$ cat config.mk
export PLATFORM = sky130hd
export DESIGN_NAME = alu_share_arbiter
export DESIGN_NICKNAME = d
export VERILOG_FILES = /design/src/rtl/alu_share_arbiter.sv
export SDC_FILE = /design/constraint.sdc
export NUM_CORES = 1
export LEC_CHECK = 0
export ABC_AREA = 1
export CAP_MARGIN = 20
export CORE_AREA = 2 2 205 207
export DETAILED_ROUTE_END_ITERATION = 8
export DIE_AREA = 0 0 207 209
export DONT_BUFFER_PORTS = 1
export GPL_TIMING_DRIVEN = 1
export PLACE_DENSITY = 0.48
export SYNTH_ARGS = -nofsm -noshare
export SYNTH_HDL_FRONTEND = slang
export SYNTH_SLANG_ARGS = --single-unit
$ cat constraint.sdc
create_clock -name clk -period 5.1 [get_ports clk]
set_input_delay 0.765 -clock clk [delete_from_list [all_inputs] [get_ports clk]]
set_output_delay 0.765 -clock clk [all_outputs]
set_load 0.005 [all_outputs]
$ cat src/rtl/alu_share_arbiter.sv
// Two-port round-robin front end for a shared execute-stage ALU with a
// one-entry registered result stage returned to the issuing requester.

module alu_share_arbiter_alu #(
  parameter int unsigned DATA_WIDTH = 32
) (
  input  logic [3:0]            i_control,
  input  logic [DATA_WIDTH-1:0] i_src_a,
  input  logic [DATA_WIDTH-1:0] i_src_b,
  output logic [DATA_WIDTH-1:0] o_result,
  output logic                  o_zero,
  output logic                  o_negative
);
  localparam int unsigned SHW = $clog2(DATA_WIDTH);

  typedef enum logic [3:0] {
    OP_ADD  = 4'd0,
    OP_SUB  = 4'd1,
    OP_AND  = 4'd2,
    OP_OR   = 4'd3,
    OP_XOR  = 4'd4,
    OP_SLL  = 4'd5,
    OP_SRL  = 4'd6,
    OP_SRA  = 4'd7,
    OP_SLT  = 4'd8,
    OP_SLTU = 4'd9
  } op_e;

  logic [SHW-1:0] w_shamt;
  op_e            w_op;

  assign w_shamt = i_src_b[SHW-1:0];
  assign w_op    = op_e'(i_control);

  always_comb begin
    o_result = '0;
    case (w_op)
      OP_ADD:  o_result = i_src_a + i_src_b;
      OP_SUB:  o_result = i_src_a - i_src_b;
      OP_AND:  o_result = i_src_a & i_src_b;
      OP_OR:   o_result = i_src_a | i_src_b;
      OP_XOR:  o_result = i_src_a ^ i_src_b;
      OP_SLL:  o_result = i_src_a << w_shamt;
      OP_SRL:  o_result = i_src_a >> w_shamt;
      OP_SRA:  o_result = $signed(i_src_a) >>> w_shamt;
      OP_SLT:  o_result = {{(DATA_WIDTH-1){1'b0}}, $signed(i_src_a) < $signed(i_src_b)};
      OP_SLTU: o_result = {{(DATA_WIDTH-1){1'b0}}, i_src_a < i_src_b};
      default: o_result = '0;
    endcase
  end

  assign o_zero     = (o_result == '0);
  assign o_negative = o_result[DATA_WIDTH-1];
endmodule

module alu_share_arbiter #(
  parameter int unsigned DATA_WIDTH = 32
) (
  input  logic                  clk,
  input  logic                  rst,
  input  logic                  Req0Valid,
  output logic                  Req0Ready,
  input  logic [3:0]            Req0Control,
  input  logic [DATA_WIDTH-1:0] Req0SrcA,
  input  logic [DATA_WIDTH-1:0] Req0SrcB,
  input  logic                  Req1Valid,
  output logic                  Req1Ready,
  input  logic [3:0]            Req1Control,
  input  logic [DATA_WIDTH-1:0] Req1SrcA,
  input  logic [DATA_WIDTH-1:0] Req1SrcB,
  output logic                  Resp0Valid,
  input  logic                  Resp0Ready,
  output logic                  Resp1Valid,
  input  logic                  Resp1Ready,
  output logic [DATA_WIDTH-1:0] RespResult,
  output logic                  RespZero,
  output logic                  RespNegative
);
  logic                  r_out_valid;
  logic                  r_out_owner;
  logic                  r_last_grant;
  logic [DATA_WIDTH-1:0] r_result;
  logic                  r_zero;
  logic                  r_negative;

  logic                  w_drain;
  logic                  w_can_issue;
  logic                  w_grant0;
  logic                  w_grant1;
  logic                  w_accept;
  logic [3:0]            w_control;
  logic [DATA_WIDTH-1:0] w_src_a;
  logic [DATA_WIDTH-1:0] w_src_b;
  logic [DATA_WIDTH-1:0] w_alu_result;
  logic                  w_alu_zero;
  logic                  w_alu_negative;

  assign w_drain = r_out_valid && (r_out_owner ? Resp1Ready : Resp0Ready);

  // rst gates issue so Ready stays low while reset is held, even with Valid up
  assign w_can_issue = !rst && (!r_out_valid || w_drain);

  assign w_grant0 = Req0Valid && (!Req1Valid || r_last_grant);
  assign w_grant1 = Req1Valid && (!Req0Valid || !r_last_grant);
  assign w_accept = w_can_issue && (w_grant0 || w_grant1);

  assign Req0Ready = w_can_issue && w_grant0;
  assign Req1Ready = w_can_issue && w_grant1;

  assign w_control = w_grant1 ? Req1Control : Req0Control;
  assign w_src_a   = w_grant1 ? Req1SrcA    : Req0SrcA;
  assign w_src_b   = w_grant1 ? Req1SrcB    : Req0SrcB;

  alu_share_arbiter_alu #(
    .DATA_WIDTH(DATA_WIDTH)
  ) u_alu (
    .i_control  (w_control),
    .i_src_a    (w_src_a),
    .i_src_b    (w_src_b),
    .o_result   (w_alu_result),
    .o_zero     (w_alu_zero),
    .o_negative (w_alu_negative)
  );

  always_ff @(posedge clk or posedge rst) begin
    if (rst) begin
      r_out_valid  <= 1'b0;
      r_out_owner  <= 1'b0;
      r_last_grant <= 1'b1;
      r_result     <= '0;
      r_zero       <= 1'b0;
      r_negative   <= 1'b0;
    end else if (w_accept) begin
      r_out_valid  <= 1'b1;
      r_out_owner  <= w_grant1;
      r_last_grant <= w_grant1;
      r_result     <= w_alu_result;
      r_zero       <= w_alu_zero;
      r_negative   <= w_alu_negative;
    end else if (w_drain) begin
      r_out_valid  <= 1'b0;
    end
  end

  assign Resp0Valid   = r_out_valid && !r_out_owner;
  assign Resp1Valid   = r_out_valid &&  r_out_owner;
  assign RespResult   = r_result;
  assign RespZero     = r_zero;
  assign RespNegative = r_negative;
endmodule

==> impl_metrics.csv <==
group,metric,value,unit
clock_tree,cts_buffer_depth,2,
critical_path,startpoint_type,"flip-flop",
floorplanning,core_area,0.0413,sq mm
timing,final.min_clock_period,4.70,ns
critical_path,arrival,4.92,ns
critical_path,slowest_delay,0.55,ns
synth,ys_dominant_reg_cell,"dfrtp_1",
cells_and_area,drive_gt1_share,4.97,%
timing,hold_ws,0.486,ns
placed_design,dp_hpwl,57.1,mm
clock_tree,h-tree-depth,2,
detailed_routing,wl_per_cell,24.0,um
critical_path,critPathMaxFanout,25,
grt,grtUsageTotal,30.8,%
timing,post-route-period-util,92.3,%
cells_and_area,seqCellArea,902,sq um
floorplanning,initial_utilization,29.5,%
placed_design,dp.cells,2846,
timing,slew_headroom,43.1,%
timing,drv_slew,0,
synth,yosys.area.top_type_share,23.2,%
placed_design,io_buffers,0,
critical_path,cp-end-kind,"flip-flop",
cells_and_area,syn2layout_area_growth,4.99,%
grt,grt_pass1_vias,15300,
synth,async_reset_ff_share,100,%
detailed_routing,vias_per_cell,5.62,
min_path,hp-class,"flip-flop to flip-flop",
timing,fin_ws,0.395,ns
timing,report.final.hold_viol_count,0,
detailed_routing,vias,16000,
outcome,outcome,"complete, no violations",
timing,fmax,213,MHz
synth,syn_area,0.0122,sq mm
floorplanning,dieArea,0.0433,sq mm
power,power_density,376,mW/mm^2
clock_tree,cts.sinks,36,
synth,syn_avg_cell_area,5.14,sq um
cells_and_area,antenna_cells,0,
critical_path,critPathKind,"flip-flop to flip-flop",
detailed_routing,dr.first_iter.drc_count,2093,
clock_tree,root_buffer,"clkbuf_16",
floorplanning,std_cell_rows,75,
synth,seq_area_frac_synth,7.40,%
cells_and_area,fin_cells,2854,
timing,tightest_slew,0.853,ns
synth,synth.area.top_cells,"nand2_1 23%, nand3_1 18%, ha_1 10%",
timing,setup_viol,0,
timing,rsz0062_at_grt,"no",
timing,setup_tns,0,ns
critical_path,cp_slowest_cell,"dfstp_2",
synth,synth_common_cells,"752 x nand2_1, 443 x nand3_1, 280 x inv_1",
synth,yosys_warnings,0,
detailed_routing,wl,68.4,mm
synth,synth.most_common_cell,"nand2_1",
power,p_leak,6.88,nW
critical_path,path_common_cell,"nand2_1",
critical_path,worstPathRequired,5.32,ns
floorplanning,io_pins,180,
synth,synth-edff-count,0,
cells_and_area,nets,2555,
detailed_routing,drc_errors,0,
clock_tree,cts_tree,"yes",
grt,grt_antenna_before_repair,2,
grt,grt_max_degree,71,
synth,yosysTopAreaCell,"nand2_1",
clock_tree,clk_latency,0.28,ns
timing,finClkSkew,0.00420,ns
cells_and_area,multi_input_comb_area,0.00960,sq mm
synth,synth_nets,2614,
detailed_routing,ant_nets,0,
grt,grt_overflow_total,0,
placed_design,gp_congestion,1.03,
power,p_total,0.00481,W
critical_path,worstPathCellList,"nand2_2 -> nand2_4 -> buf_4 -> nand2_1 -> nand2_1 -> inv_1 -> ha_1 -> nand2_1 -> nor2_1 -> inv_1 -> o21ai_0 -> a21o_1 -> a21oi_1 -> o21ai_0 -> nand2_1 -> nor2_2 -> nand2_1 -> nor2_1 -> nand2_1 -> nor2_1 -> nand4_1 -> nand2_1",
clock_tree,cts_buffers,5,
clock_tree,cts_setup_buffers,0,
floorplanning,fp.dieH,209,um
power,ir_drop,127,uV
grt,grt_pass1_wl,100,mm
cells_and_area,fillers,4897,
floorplanning,fp.dieW,207,um
synth,ys_ff_latch,36,
run,maxCapViolations,0,
detailed_routing,first_pass_iters,6,
clock_tree,clkSlewWorstSetupHoldPaths,0.06,ns
synth,synth_cell_type_count,46,
synth,synth_cells,2373,
placed_design,post-place-ws,0.109,ns
-- layout by cell type, fill, tap and decap left out, types with 20 or more instances in the layout --
cell,count
buf_4,42
ha_1,97
nand2_1,752
nand3_1,443
o22ai_1,21
dfrtp_1,35
o21ai_0,125
inv_1,280
nor3_1,20
nor2_1,209
nand3b_1,23
a21oi_1,114
-- flip-flops by register name (all words and copies together), names as in the netlist --
name          cells
r_out_valid       1
RespResult       32
RespZero          1
r_out_owner       1
r_last_grant      1
-- routing by layer --
metal	vias up	wire length, um	global-route usage (%)	part of all wire (%)
li1	7600	-	-	-
met4	2	2420	9.63	3.5
met2	758	31400	51.1	46
met5	-	11	0	0.016
met1	7570	29200	41.2	43
met3	106	5410	4.15	7.9
-- final cells by class --
cell class                      count  area share [%]
Multi-Input combinational cell   1935            75.0
Inverter                          292            8.56
Clock buffer                        5           0.978
Tap cell                          539            5.27
Timing Repair Buffer               44            2.78
Sequential cell                    36            7.05
Clock inverter                      3           0.332
-- through the flow --
stage	utilization, %	area (sq um)
6_report	31.0	12800
5_1_grt	31.0	12800
4_1_cts	31.0	12800
3_5_place_dp	30.6	12600
3_3_place_gp	30.6	12600
2_1_floorplan	-	12200
-- what timing repair did --
item / in CTS / in global routing
resized for setup: 0 / 1
hold buffers: 0 / 0
setup endpoints to repair: 0 / 1
-- kinds of logic after synthesis --
family	synth area share [%]
and+or+nand+nor	53.3
buffers and inverters	13.9
AOI/OAI and AO/OA	15.1
adders and majority gates	10.3
DFF	7.40
-- final timing paths --
check	from	endpoint	slack (ns)	cells after the start
worst max register to register	r_last_grant	RespZero	0.40	22
worst max-delay path	r_last_grant	RespZero	0.40	22
worst min-delay path	r_last_grant	r_last_grant	0.49	2
max in group asynchronous	rst	r_last_grant	4.04	2
min in group asynchronous	rst	RespResult[25]	0.70	2
worst min register to register	r_last_grant	r_last_grant	0.49	2
-- critical path, delay by kind of cell (launching register included) --
family	cells	cell delay, ns
and+or+nand+nor	14	2.18
AOI/OAI and AO/OA	4	0.93
DFF	1	0.55
adders and majority gates	1	0.54
buffers and inverters	3	0.42
-- where the power goes --
part / switching (W) / internal, W
combinational: 0.00294 / 0.00103
clock: 0.000126 / 0.000230
sequential: 0.0000929 / 0.000395
(Power assumes the default switching activity.)
